$ cat src/rtl/seg_scan_driver.sv
// Time-multiplexed common-anode 7-segment scanner with shadowed display data.
// Optional leading-zero suppression is enabled by defining SEG_LZ_BLANK_EN.
module seg_scan_driver #(
  parameter int unsigned N_DIGITS = 4,
  parameter int unsigned SCAN_DIV = 100000
) (
  input  logic                    clk,
  input  logic                    rst,
  input  logic                    load,
  input  logic [4*N_DIGITS-1:0]   data,
  input  logic [N_DIGITS-1:0]     points,
  input  logic [N_DIGITS-1:0]     blank,
  output logic [7:0]              seg,
  output logic [N_DIGITS-1:0]     an
);

  localparam int unsigned DIV_W = (SCAN_DIV > 1) ? $clog2(SCAN_DIV) : 1;
  localparam int unsigned IDX_W = (N_DIGITS > 1) ? $clog2(N_DIGITS) : 1;
  localparam logic [DIV_W-1:0] DIV_LAST = DIV_W'(SCAN_DIV - 1);
  localparam logic [IDX_W-1:0] IDX_LAST = IDX_W'(N_DIGITS - 1);

  logic [DIV_W-1:0]      div_cnt;
  logic [IDX_W-1:0]      idx;
  logic [4*N_DIGITS-1:0] sh_data;
  logic [N_DIGITS-1:0]   sh_pts;
  logic [N_DIGITS-1:0]   sh_blank;

  logic [N_DIGITS-1:0]   lz_c;
  logic [3:0]            nib_c;
  logic                  pt_c;
  logic                  bl_c;
  logic [6:0]            gl_c;
  logic [6:0]            seg_c;
  logic [N_DIGITS-1:0]   an_c;

  // Glyph as an a..g string (a in the MSB), active-low.
  function automatic logic [6:0] glyph(input logic [3:0] n);
    case (n)
      4'h0: glyph = 7'b0000001;
      4'h1: glyph = 7'b1001111;
      4'h2: glyph = 7'b0010010;
      4'h3: glyph = 7'b0000110;
      4'h4: glyph = 7'b1001100;
      4'h5: glyph = 7'b0100100;
      4'h6: glyph = 7'b0100000;
      4'h7: glyph = 7'b0001111;
      4'h8: glyph = 7'b0000000;
      4'h9: glyph = 7'b0000100;
      4'hA: glyph = 7'b0001000;
      4'hB: glyph = 7'b1100000;
      4'hC: glyph = 7'b0110001;
      4'hD: glyph = 7'b1000010;
      4'hE: glyph = 7'b0110000;
      default: glyph = 7'b0111000;
    endcase
  endfunction

`ifdef SEG_LZ_BLANK_EN
  // A digit is suppressed while it and every digit above it is a bare zero.
  always_comb begin
    logic run;
    run  = 1'b1;
    lz_c = '0;
    for (int i = N_DIGITS - 1; i >= 1; i--) begin
      run     = run & (sh_data[4*i +: 4] == 4'h0) & ~sh_pts[i];
      lz_c[i] = run;
    end
  end
`else
  assign lz_c = '0;
`endif

  // Select the current digit and build the next seg/an values.
  always_comb begin
    nib_c = 4'h0;
    pt_c  = 1'b0;
    bl_c  = 1'b0;
    for (int i = 0; i < int'(N_DIGITS); i++) begin
      if (idx == IDX_W'(i)) begin
        nib_c = sh_data[4*i +: 4];
        pt_c  = sh_pts[i];
        bl_c  = sh_blank[i] | lz_c[i];
      end
    end
    gl_c = glyph(nib_c);
    for (int k = 0; k < 7; k++) begin
      seg_c[k] = bl_c | gl_c[6-k];
    end
    for (int i = 0; i < int'(N_DIGITS); i++) begin
      an_c[i] = (idx != IDX_W'(i));
    end
    if (div_cnt == DIV_LAST) begin
      an_c = '1;
    end
  end

  always_ff @(posedge clk or posedge rst) begin
    if (rst) begin
      div_cnt  <= '0;
      idx      <= '0;
      sh_data  <= '0;
      sh_pts   <= '0;
      sh_blank <= '0;
      seg      <= 8'hFF;
      an       <= '1;
    end else begin
      if (load) begin
        sh_data  <= data;
        sh_pts   <= points;
        sh_blank <= blank;
      end
      if (div_cnt == DIV_LAST) begin
        div_cnt <= '0;
        idx     <= (idx == IDX_LAST) ? '0 : idx + IDX_W'(1);
      end else begin
        div_cnt <= div_cnt + DIV_W'(1);
      end
      seg <= {~pt_c, seg_c};
      an  <= an_c;
    end
  end

endmodule

$ cat config.mk
export PLATFORM = sky130hd
export DESIGN_NAME = seg_scan_driver
export DESIGN_NICKNAME = d
export VERILOG_FILES = /design/src/rtl/seg_scan_driver.sv
export SDC_FILE = /design/constraint.sdc
export NUM_CORES = 1
export LEC_CHECK = 0
export CAP_MARGIN = 0
export CORE_ASPECT_RATIO = 1.4
export CORE_MARGIN = 3
export CORE_UTILIZATION = 35
export DETAILED_ROUTE_END_ITERATION = 6
export PLACE_DENSITY_LB_ADDON = 0.12
export RECOVER_POWER = 100
export SYNTH_ARGS = -nofsm -noshare
export SYNTH_HDL_FRONTEND = slang
export SYNTH_SLANG_ARGS = --single-unit
$ cat constraint.sdc
create_clock -name clk -period 2.64 [get_ports clk]
set_input_delay 0.264 -clock clk [delete_from_list [all_inputs] [get_ports clk]]
set_output_delay 0.264 -clock clk [all_outputs]
set_load 0.03 [all_outputs]
==> metrics.md, run 1 <==
| Metric | Value |
|---|---|
| Nets | `301` |
| Clock slew at reported path FFs | `0.09 ns` |
| Io pins | `39` |
| Clock Latency Late Sink | `0.30 ns` |
| Layout cells sized above 1 | `18.2%` |
| Cts hold-fix bufs | `0` |
| Yosys cell types | `38` |
| Comb pwr share | `15.2%` |
| Max Used Layer | `met4` |
| Vias in the first global route | `1825` |
| Resize count post-CTS | `0` |
| Cell taking the most area after synthesis | `dfrtp_1` |
| Worst Setup End Kind | `flop` |
| CTS tree | `yes` |
| # setup viols final | `0` |
| Vias after detailed routing | `1730` |
| Yosys reg bits | `55` |
| Setup Skew | `0.00693 ns` |
| DRC Markers | `0` |
| Core area | `0.00707 mm²` |
| Die width | `78.8 µm` |
| DRT Wirelength | `5270 µm` |
| Post-detail-place hpwl | `4090 µm` |
| Synth top area cells | `dfrtp_1 41%, dfstp_2 12%, mux2_2 10%` |
| Register Area | `0.00139 mm²` |
| # clock sinks | `55` |
| Routed len/inst | `14.7 µm` |
| Worst vdd ir | `270 µV` |
| Filler Cells Inserted | `693` |
| Pin count of the biggest net entering global routing | `26` |
| Post-CTS setup buffer count | `0` |
| Total negative slack | `0 ns` |
| ANT cells | `0` |
| Slew HR | `8.32%` |
| Final slew viol count | `0` |
| Initial DRC count | `52` |
| Worst-path fanout max | `10` |
| Gr ovfl total | `0` |
| DR pass1 iterations | `4` |
| Initial antenna violation count | `0` |
| CTS Buffer Depth | `2` |
| Worst Max-Slew Pin Slew | `1.38 ns` |
| P_int | `0.00135 W` |
| Synthesized area | `0.00259 mm²` |
| First-pass GRT wire length | `8940 µm` |
| Port Buffers | `38` |
| Die ar. | `0.00850 mm²` |
| PD cells | `555 mW/mm²` |
| TritonCTS buffer count | `5` |
| Metal3 WL | `118 µm` |
| GRT Util Overall | `13.6%` |
| Period minus WS final | `2.27 ns` |
| Sw Ratio | `23.7%` |
| Startpoint types | `flop` |
| Worst hold-check path type | `flop to flop` |
| Max-cap viol count | `0` |
| EDFF count, synth | `0` |
| Routed vias/inst | `4.82` |
| Gpl congestion | `0.792` |
| Post-route core utilization | `45.1%` |
| Synth Warn # | `0` |
| Clock Power Share | `31.9%` |
| WS Path Type | `flop to flop` |
| # H-tree levels | `2` |
| Post-synth ARST share | `100%` |
| Hold Vio Cnt, Final | `0` |
| Status | `complete, no violations` |
| Starting Density | `36.7%` |
| Root Driver | `clkbuf_8` |
| Row count | `36` |
| Worst EP required | `2.87 ns` |
| Top-area cell type share of the netlist area | `41.5%` |
| Psw | `0.000420 W` |
| Sequential share of power | `52.9%` |
| Multi-input logic area | `0.00112 mm²` |
| RSZ-0062 raised after global routing | `false` |
| Fmax | `440 MHz` |
| Sequential element share of the synthesized area | `53.6%` |
| Worst hold slack | `0.461 ns` |
| ANT nets after route | `0` |
| Cell leakage power | `1.32 nW` |
| Mean Syn Cell Area | `11.8 µm²` |
| M1 WL | `2070 µm` |
| Area Growth Syn to Fin | `23.0%` |
| Met2 WL post-DR | `3010 µm` |
| Final critical-path share of the clock period | `86.0%` |
| Syn nets | `258` |
| Post-Synthesis Cells | `220` |
| CP arrival | `2.50 ns` |
| Main synth FF type | `dfrtp_1` |
| Die Ht | `108 µm` |
| Hold Path Cell Cnt | `1` |
| R2R cell count | `9` |
-- power groups by stage --
stage	combinational, W	sequential (W)	clock (W)
final	0.000268	0.000937	0.000565
after global routing	0.000294	0.000944	0.000631
after CTS	0.000284	0.000940	0.000593
after detailed placement	0.000283	0.000956	0
after global placement	0.000282	0.000956	0
after floorplan	0.000133	0.000984	0
-- cell usage after synthesis, types with 3 or more instances --
| library cell | instances |
|---|---|
| mux2_2 | 24 |
| nor2_1 | 11 |
| a21oi_1 | 7 |
| ha_1 | 11 |
| nand3_1 | 9 |
| nand3b_1 | 5 |
| nand2_1 | 18 |
| o21ai_0 | 5 |
| xor2_1 | 6 |
| and3_1 | 3 |
| inv_1 | 9 |
| xnor2_1 | 8 |
| nand2b_1 | 4 |
| mux2i_1 | 5 |
| dfrtp_1 | 43 |
| dfstp_2 | 12 |
| o221ai_1 | 5 |
| nand4_1 | 3 |
-- layout make-up --
| cell class | count | share of cell area (%) |
|---|---|---|
| Timing Repair Buffer | 45 | 13.0 |
| Clock buffer | 6 | 2.59 |
| Inverter | 9 | 1.06 |
| Tap cell | 95 | 3.72 |
| Multi-Input combinational cell | 147 | 35.0 |
| Clock inverter | 2 | 1.10 |
| Sequential cell | 55 | 43.6 |
-- sequential cells by signal (all words and copies together), names as in the netlist --
| signal | count |
|---|---|
| div_cnt | 17 |
| sh_data | 16 |
| seg | 8 |
| an | 4 |
| sh_blank | 4 |
| sh_pts | 4 |
| idx | 2 |
-- layer usage --
layer | vias to the layer above | global-route usage (%)
met5 | - | 0
met3 | 6 | 2.43
met2 | 22 | 26.2
met1 | 854 | 14.6
met4 | 0 | 4.13
li1 | 848 | -
-- cells by family after synthesis --
logic type      after synthesis  share of synthesized area, %
fa+ha+maj                    11                          5.30
simple gates                 66                          13.2
xor+xnor                     14                          4.73
compound gates               27                          7.57
flops                        55                          53.6
buf+inv                      18                          3.28
mux                          29                          12.3
-- worst paths after layout --
kind,from,end,slack [ns]
worst max-delay path,idx[0],seg[1],0.37
worst min-delay path,sh_pts[3],seg[7],0.46
worst max register to register,idx[0],seg[1],0.37
worst min register to register,sh_pts[3],seg[7],0.46
max in group asynchronous,rst,sh_data[4],0.79
min in group asynchronous,rst,div_cnt[2],0.59
-- worst max-delay path, stage by stage, from the launching register on --
cell,delay (ns)
dfrtp_1,0.41
inv_1,0.11
ha_1,0.35
nor2_1,0.16
a31oi_1,0.20
buf_4,0.16
inv_1,0.08
ha_1,0.31
mux2_2,0.26
o211ai_1,0.15
-- cell usage in the layout, fill, tap and decap left out, types with 3 or more instances in the layout --
master / count
dfstp_2: 12
inv_1: 9
o21ai_0: 5
and3_1: 3
clkbuf_8: 6
nand3b_1: 5
nand3_1: 9
mux2_2: 24
xor2_1: 6
mux2i_1: 5
nand2_1: 19
clkbuf_1: 5
dlygate4sd3_1: 14
o221ai_1: 5
nor2_1: 11
dfrtp_1: 43
xnor2_1: 8
clkdlybuf4s50_1: 24
nand2b_1: 4
a21oi_1: 7
ha_1: 11
nand4_1: 3
-- stage by stage --
stage               worst slack [ns]  instances  power, W  instance area (µm²)
finish                         0.369        359   0.00177                 3190
CTS                            0.348        359   0.00182                 3210
floorplan                      0.453        220   0.00112                 2590
global route                   0.138        359   0.00187                 3190
detailed placement             0.373        351   0.00124                 3100
global placement               0.435        351   0.00124                 3100
No activity file was read; power rests on OpenSTA's default activity.
==> run 2: changes to the inputs <==
--- a/config.mk
+++ b/config.mk
@@ -8,7 +8,7 @@
 export CAP_MARGIN = 0
 export CORE_ASPECT_RATIO = 1.4
 export CORE_MARGIN = 3
-export CORE_UTILIZATION = 35
+export CORE_UTILIZATION = 58
 export DETAILED_ROUTE_END_ITERATION = 6
 export PLACE_DENSITY_LB_ADDON = 0.12
 export RECOVER_POWER = 100
==> constraint.sdc (replaced) <==
create_clock -name clk -period 2.8 [get_ports clk]
set_input_delay 0.28 -clock clk [delete_from_list [all_inputs] [get_ports clk]]
set_output_delay 0.28 -clock clk [all_outputs]
set_load 0.03 [all_outputs]
==> metrics.md, run 2 (synthesis results as in run 1) <==
| Metric | Value |
|---|---|
| Final critical-path share of the clock period | `82.3% (-3.7 points)` |
| Worst EP required | `3.02 ns (+0.15 ns)` |
| DRT Wirelength | `4910 µm (-6.8%)` |
| Largest register FFs | `17 (unchanged)` |
| Final slew viol count | `0 (unchanged)` |
| Pin count of the biggest net entering global routing | `26 (unchanged)` |
| Clock slew at reported path FFs | `0.09 ns (about the same)` |
| Worst Setup End Kind | `flop` |
| Startpoint types | `flop` |
| Vias after detailed routing | `1732 (+0.12%)` |
| Root Driver | `clkbuf_8` |
| Area Growth Syn to Fin | `20.8%` |
| Worst hold-check path type | `flop to flop` |
| Routed len/inst | `15.2 µm (+3.6%)` |
| Clock Latency Late Sink | `0.31 ns (about the same)` |
| ANT cells | `0 (unchanged)` |
| Worst hold slack | `0.436 ns (-0.0253 ns)` |
| Io pins | `39 (unchanged)` |
| WS Path Type | `flop to flop` |
| # clock sinks | `55 (unchanged)` |
| Final Instance Area | `0.00314 mm² (-1.8%)` |
| Hold Vio Cnt, Final | `0 (unchanged)` |
| DR pass1 iterations | `4 (unchanged)` |
| Initial DRC count | `108 (+110%)` |
| Comb pwr share | `15.4% (+0.2 points)` |
| Largest regs | `div_cnt x17, sh_data x16, seg x8` |
| Gpl congestion | `0.910 (+15%)` |
| Commonest non-fill, non-tap cells in the layout | `43 x dfrtp_1, 24 x mux2_2, 24 x clkdlybuf4s50_1` |
| # H-tree levels | `2 (unchanged)` |
| Die width | `62.5 µm (-21%)` |
| Most common cell after layout, fill and taps aside | `dfrtp_1` |
| Worst Max-Slew Pin Slew | `1.34 ns (-0.0304 ns)` |
| Port Buffers | `38 (unchanged)` |
| Die Ht | `85.1 µm (-21%)` |
| Layout cells sized above 1 | `17.9% (-0.31 points)` |
| Clock Power Share | `30.9% (-1.0 points)` |
| Cts hold-fix bufs | `0 (unchanged)` |
| Vias in the first global route | `1823 (-0.11%)` |
| GRT Util Overall | `20.7% (+7.2 points)` |
| CTS Buffer Depth | `2 (unchanged)` |
| Post-detail-place hpwl | `3800 µm (-7.2%)` |
| Initial antenna violation count | `0 (unchanged)` |
| Period minus WS final | `2.31 ns (+0.0343 ns)` |
| Placed inst area | `0.00304 mm² (-1.7%)` |
| ANT nets after route | `0 (unchanged)` |
| # setup viols final | `0 (unchanged)` |
| PD cells | `524 mW/mm² (-5.4%)` |
| CTS tree | `yes` |
| Gr ovfl total | `0 (unchanged)` |
| TritonCTS buffer count | `5 (unchanged)` |
| Max-cap viol count | `0 (unchanged)` |
| Core area | `0.00427 mm² (-40%)` |
| Psw | `0.000393 W (-6.5%)` |
| Filler Cells Inserted | `336 (-52%)` |
| Routed vias/inst | `5.36 (+11%)` |
| Nets | `300 (-0.33%)` |
| Biggest register | `div_cnt` |
| Worst vdd ir | `359 µV (+33%)` |
| Die ar. | `0.00532 mm² (-37%)` |
| Post-CTS setup buffer count | `0 (unchanged)` |
| Slew HR | `10.3% (+2.0 points)` |
| Starting Density | `60.7% (+24 points)` |
| Row count | `28 (-22%)` |
| P_int | `0.00125 W (-7.3%)` |
| DRC Markers | `0 (unchanged)` |
| CP arrival | `2.53 ns (+0.03 ns)` |
| RSZ-0062 raised after global routing | `false` |
| Fmax | `434 MHz (-1.5%)` |
| Sw Ratio | `23.9% (+0.17 points)` |
| Sequential share of power | `53.7% (+0.8 points)` |
| Cell leakage power | `1.32 nW (-0.69%)` |
| First-pass GRT wire length | `8580 µm (-3.9%)` |
| Setup Skew | `0.00841 ns (+0.00149 ns)` |
| Resize count post-CTS | `0 (unchanged)` |
| Non-filler cells, final | `323 (-10%)` |
| Placed cells | `315 (-10%)` |
| Total negative slack | `0 ns (unchanged)` |
| Worst-path fanout max | `10 (unchanged)` |
| Status | `complete, no violations` |
run 2: changes by cell type in the layout (fill, tap and decap cells not counted), sizes merged:
cell,before,now
clkinv,1,0
run 2: final timing paths:
| check | start | end | slack (ns) | cells after the start |
|---|---|---|---|---|
| setup / recovery | idx[0] | seg[1] | 0.49 | 9 |
| hold / removal | sh_pts[3] | seg[7] | 0.44 | 1 |
| setup reg to reg | idx[0] | seg[1] | 0.49 | 9 |
| hold reg to reg | sh_pts[3] | seg[7] | 0.44 | 1 |
| max in group asynchronous | rst | sh_data[4] | 0.97 | 3 |
| min in group asynchronous | rst | div_cnt[5] | 0.47 | 2 |
run 2: area by class of cell:
| class | instances | area, µm² | area share (%) |
|---|---|---|---|
| Timing Repair Buffer | 44 | 410 | 13.1 |
| Inverter | 9 | 33.8 | 1.08 |
| Multi-Input combinational cell | 147 | 1120 | 35.7 |
| Clock buffer | 7 | 76.3 | 2.43 |
| Clock inverter | 1 | 30.0 | 0.958 |
| Tap cell | 60 | 75.1 | 2.39 |
| Sequential cell | 55 | 1390 | 44.4 |
run 2: routing by layer:
layer	part of all wire (%)	GRT usage (%)	vias up	wire length (µm)
li1	-	-	847	-
met1	39	24.2	851	1930
met2	56	37.8	28	2750
met3	3.1	4.50	6	152
met4	1.5	6.43	0	72
met5	0	0	-	0
run 2: critical path: stages, from the launching register on:
cell,delay (ns)
dfrtp_1,0.41
inv_1,0.12
ha_1,0.35
nor2_1,0.16
a31oi_1,0.19
buf_4,0.16
inv_1,0.08
ha_1,0.31
mux2_2,0.26
o211ai_1,0.18
run 2: power groups by stage:
stage | Clock, W | Sequential (W) | Combinational [W]
floorplan | 0 | 0.000928 | 0.000126
finish | 0.000509 | 0.000882 | 0.000253
global placement | 0 | 0.000899 | 0.000259
detailed placement | 0 | 0.000899 | 0.000263
global route | 0.000551 | 0.000890 | 0.000278
CTS | 0.000517 | 0.000884 | 0.000265
run 2: metrics by stage:
stage / setup slack, ns / utilization [%] / power (W)
2_1_floorplan: 0.613 / - / 0.00105
3_5_place_dp: 0.523 / 71.2 / 0.00116
3_3_place_gp: 0.604 / 71.2 / 0.00116
4_1_cts: 0.486 / 73.7 / 0.00167
6_report: 0.495 / 73.4 / 0.00164
5_1_grt: 0.290 / 73.4 / 0.00172
==> run 3: changes to the inputs <==
--- a/config.mk
+++ b/config.mk
@@ -8,7 +8,7 @@
 export CAP_MARGIN = 0
 export CORE_ASPECT_RATIO = 1.4
 export CORE_MARGIN = 3
-export CORE_UTILIZATION = 58
+export CORE_UTILIZATION = 53
 export DETAILED_ROUTE_END_ITERATION = 6
 export PLACE_DENSITY_LB_ADDON = 0.12
 export RECOVER_POWER = 100
==> constraint.sdc (replaced) <==
create_clock -name clk -period 2.2 [get_ports clk]
set_input_delay 0.22 -clock clk [delete_from_list [all_inputs] [get_ports clk]]
set_output_delay 0.22 -clock clk [all_outputs]
set_load 0.03 [all_outputs]
==> metrics.md, run 3 (synthesis results as in run 1) <==
| Metric | Value |
|---|---|
| Status | `complete, no violations` |
| DRC Markers | `0 (unchanged)` |
| DRT Wirelength | `5010 µm (+2.1%)` |
| M1 WL | `2080 µm (+7.4%)` |
| Worst Max-Slew Pin Slew | `1.34 ns (-0.00275 ns)` |
| CP arrival | `2.29 ns (-0.24 ns)` |
| Vias in the first global route | `1914 (+5.0%)` |
| Io pins | `39 (unchanged)` |
| First-pass GRT wire length | `8640 µm (+0.64%)` |
| Die ar. | `0.00578 mm² (+8.6%)` |
| # H-tree levels | `2 (unchanged)` |
| Met2 WL post-DR | `2780 µm (+1.1%)` |
| Layout cells sized above 1 | `23.8% (+5.9 points)` |
| TritonCTS buffer count | `5 (unchanged)` |
| Hold Vio Cnt, Final | `0 (unchanged)` |
| # clock sinks | `55 (unchanged)` |
| Die width | `65.1 µm (+4.2%)` |
| Row count | `29 (+3.6%)` |
| Final critical-path share of the clock period | `93.5% (+11 points)` |
| Slew HR | `10.5% (+0.18 points)` |
| Post-detail-place hpwl | `3780 µm (-0.30%)` |
| WS Path Type | `flop to flop` |
| Routed vias/inst | `5.25 (-2.1%)` |
| CTS Buffer Depth | `2 (unchanged)` |
| Biggest register | `div_cnt` |
| Initial antenna violation count | `0 (unchanged)` |
| Clock Latency Late Sink | `0.30 ns (about the same)` |
| Worst EP required | `2.43 ns (-0.59 ns)` |
| Max-cap viol count | `0 (unchanged)` |
| Largest regs | `div_cnt x17, sh_data x16, seg x8` |
| Final slew viol count | `0 (unchanged)` |
| Vias after detailed routing | `1738 (+0.35%)` |
| Fmax | `486 MHz (+12%)` |
| Worst hold-check path type | `flop to flop` |
| Clock slew at reported path FFs | `0.09 ns (about the same)` |
| Starting Density | `55.9% (-4.8 points)` |
| Cell leakage power | `1.34 nW (+1.9%)` |
| Nets | `306 (+2.0%)` |
| Largest register FFs | `17 (unchanged)` |
| DR pass1 iterations | `4 (unchanged)` |
| Final Instance Area | `0.00322 mm² (+2.8%)` |
| Placed inst area | `0.00309 mm² (+1.5%)` |
| Most common cell after layout, fill and taps aside | `dfrtp_1` |
| Core area | `0.00464 mm² (+8.7%)` |
| Worst Setup End Kind | `flop` |
| Commonest non-fill, non-tap cells in the layout | `41 x dfrtp_1, 24 x mux2_2, 24 x clkdlybuf4s50_1` |
| GRT Util Overall | `19.8% (-0.92 points)` |
| # setup viols final | `0 (unchanged)` |
| ANT nets after route | `0 (unchanged)` |
| Die Ht | `88.8 µm (+4.3%)` |
| Placed cells | `321 (+1.9%)` |
| Setup Skew | `0.00349 ns (-0.00492 ns)` |
| Startpoint types | `flop` |
| Routed len/inst | `15.1 µm (-0.37%)` |
| CTS tree | `yes` |
| Initial DRC count | `89 (-18%)` |
| Root Driver | `clkbuf_8` |
| ANT cells | `0 (unchanged)` |
| Worst-path fanout max | `10 (unchanged)` |
| Gr ovfl total | `0 (unchanged)` |
| Port Buffers | `38 (unchanged)` |
| Filler Cells Inserted | `383 (+14%)` |
| Non-filler cells, final | `331 (+2.5%)` |
| Gpl congestion | `0.850 (-6.6%)` |
| Period minus WS final | `2.06 ns (-0.248 ns)` |
| PD cells | `623 mW/mm² (+19%)` |
| Worst vdd ir | `499 µV (+39%)` |
| Pin count of the biggest net entering global routing | `37 (+42%)` |
| Metal3 WL | `98 µm (-36%)` |
| Max Used Layer | `met4` |
| Area Growth Syn to Fin | `24.2%` |
## run 3: critical path: stages (launching register included)
cell and delay (ns):
dfrtp_2 0.44, inv_2 0.10, ha_4 0.20, nand2b_1 0.10, o22ai_1 0.08, a31oi_1 0.19, inv_1 0.13, ha_1 0.32
mux2_2 0.27, o211ai_1 0.16
## run 3: report_power, final
part	switching [W]	total (W)	internal, W
Clock	0.000304	0.000558	0.000254
Sequential	0.0000293	0.00112	0.00109
Combinational	0.000165	0.000329	0.000165
Total	0.000498	0.00201	0.00151
## run 3: repair_timing
action                                  in CTS  in global routing
setup buffers                                0                  2
gates resized for setup                      0                 13
endpoints found under the setup margin       0                  7
hold buffers                                 0                  0
## run 3: routing by layer
layer | GRT usage (%) | vias to the layer above
li1 | - | 859
met1 | 22.8 | 850
met2 | 37.2 | 24
met3 | 3.43 | 5
met4 | 6.23 | 0
met5 | 0 | -
## run 3: worst paths after layout
kind | from | depth (start not counted) | to | slack [ns]
max | idx[0] | 9 | seg[1] | 0.14
min in group asynchronous | rst | 2 | sh_pts[1] | 0.46
min reg2reg | sh_pts[3] | 1 | seg[7] | 0.44
max reg2reg | idx[0] | 9 | seg[1] | 0.14
min | sh_pts[3] | 1 | seg[7] | 0.44
max in group asynchronous | rst | 3 | idx[1] | 0.39
## run 3: final cells by class
| class | count | area (µm²) | area share [%] |
|---|---|---|---|
| inverters | 9 | 33.8 | 1.05 |
| clock inverters | 1 | 5.00 | 0.155 |
| multi-input cells | 147 | 1170 | 36.3 |
| flip-flops and latches | 55 | 1390 | 43.2 |
| repair buffers | 50 | 457 | 14.2 |
| clock buffers | 7 | 86.3 | 2.68 |
| well taps | 62 | 77.6 | 2.41 |
## run 3: per-stage QoR
| stage | util (%) | worst slack (ns) | TNS, ns | power (W) | hold WS, ns |
|---|---|---|---|---|---|
| after floorplan | - | 0.0125 | 0 | 0.00134 | 0.341 |
| after global placement | 66.5 | 0.0931 | 0 | 0.00147 | 0.414 |
| after detailed placement | 66.5 | 0.0386 | 0 | 0.00148 | 0.424 |
| after CTS | 68.5 | 0.0300 | 0 | 0.00204 | 0.232 |
| after global routing | 69.4 | -0.00262 | -0.00262 | 0.00210 | 0.459 |
| final | 69.4 | 0.142 | 0 | 0.00201 | 0.442 |
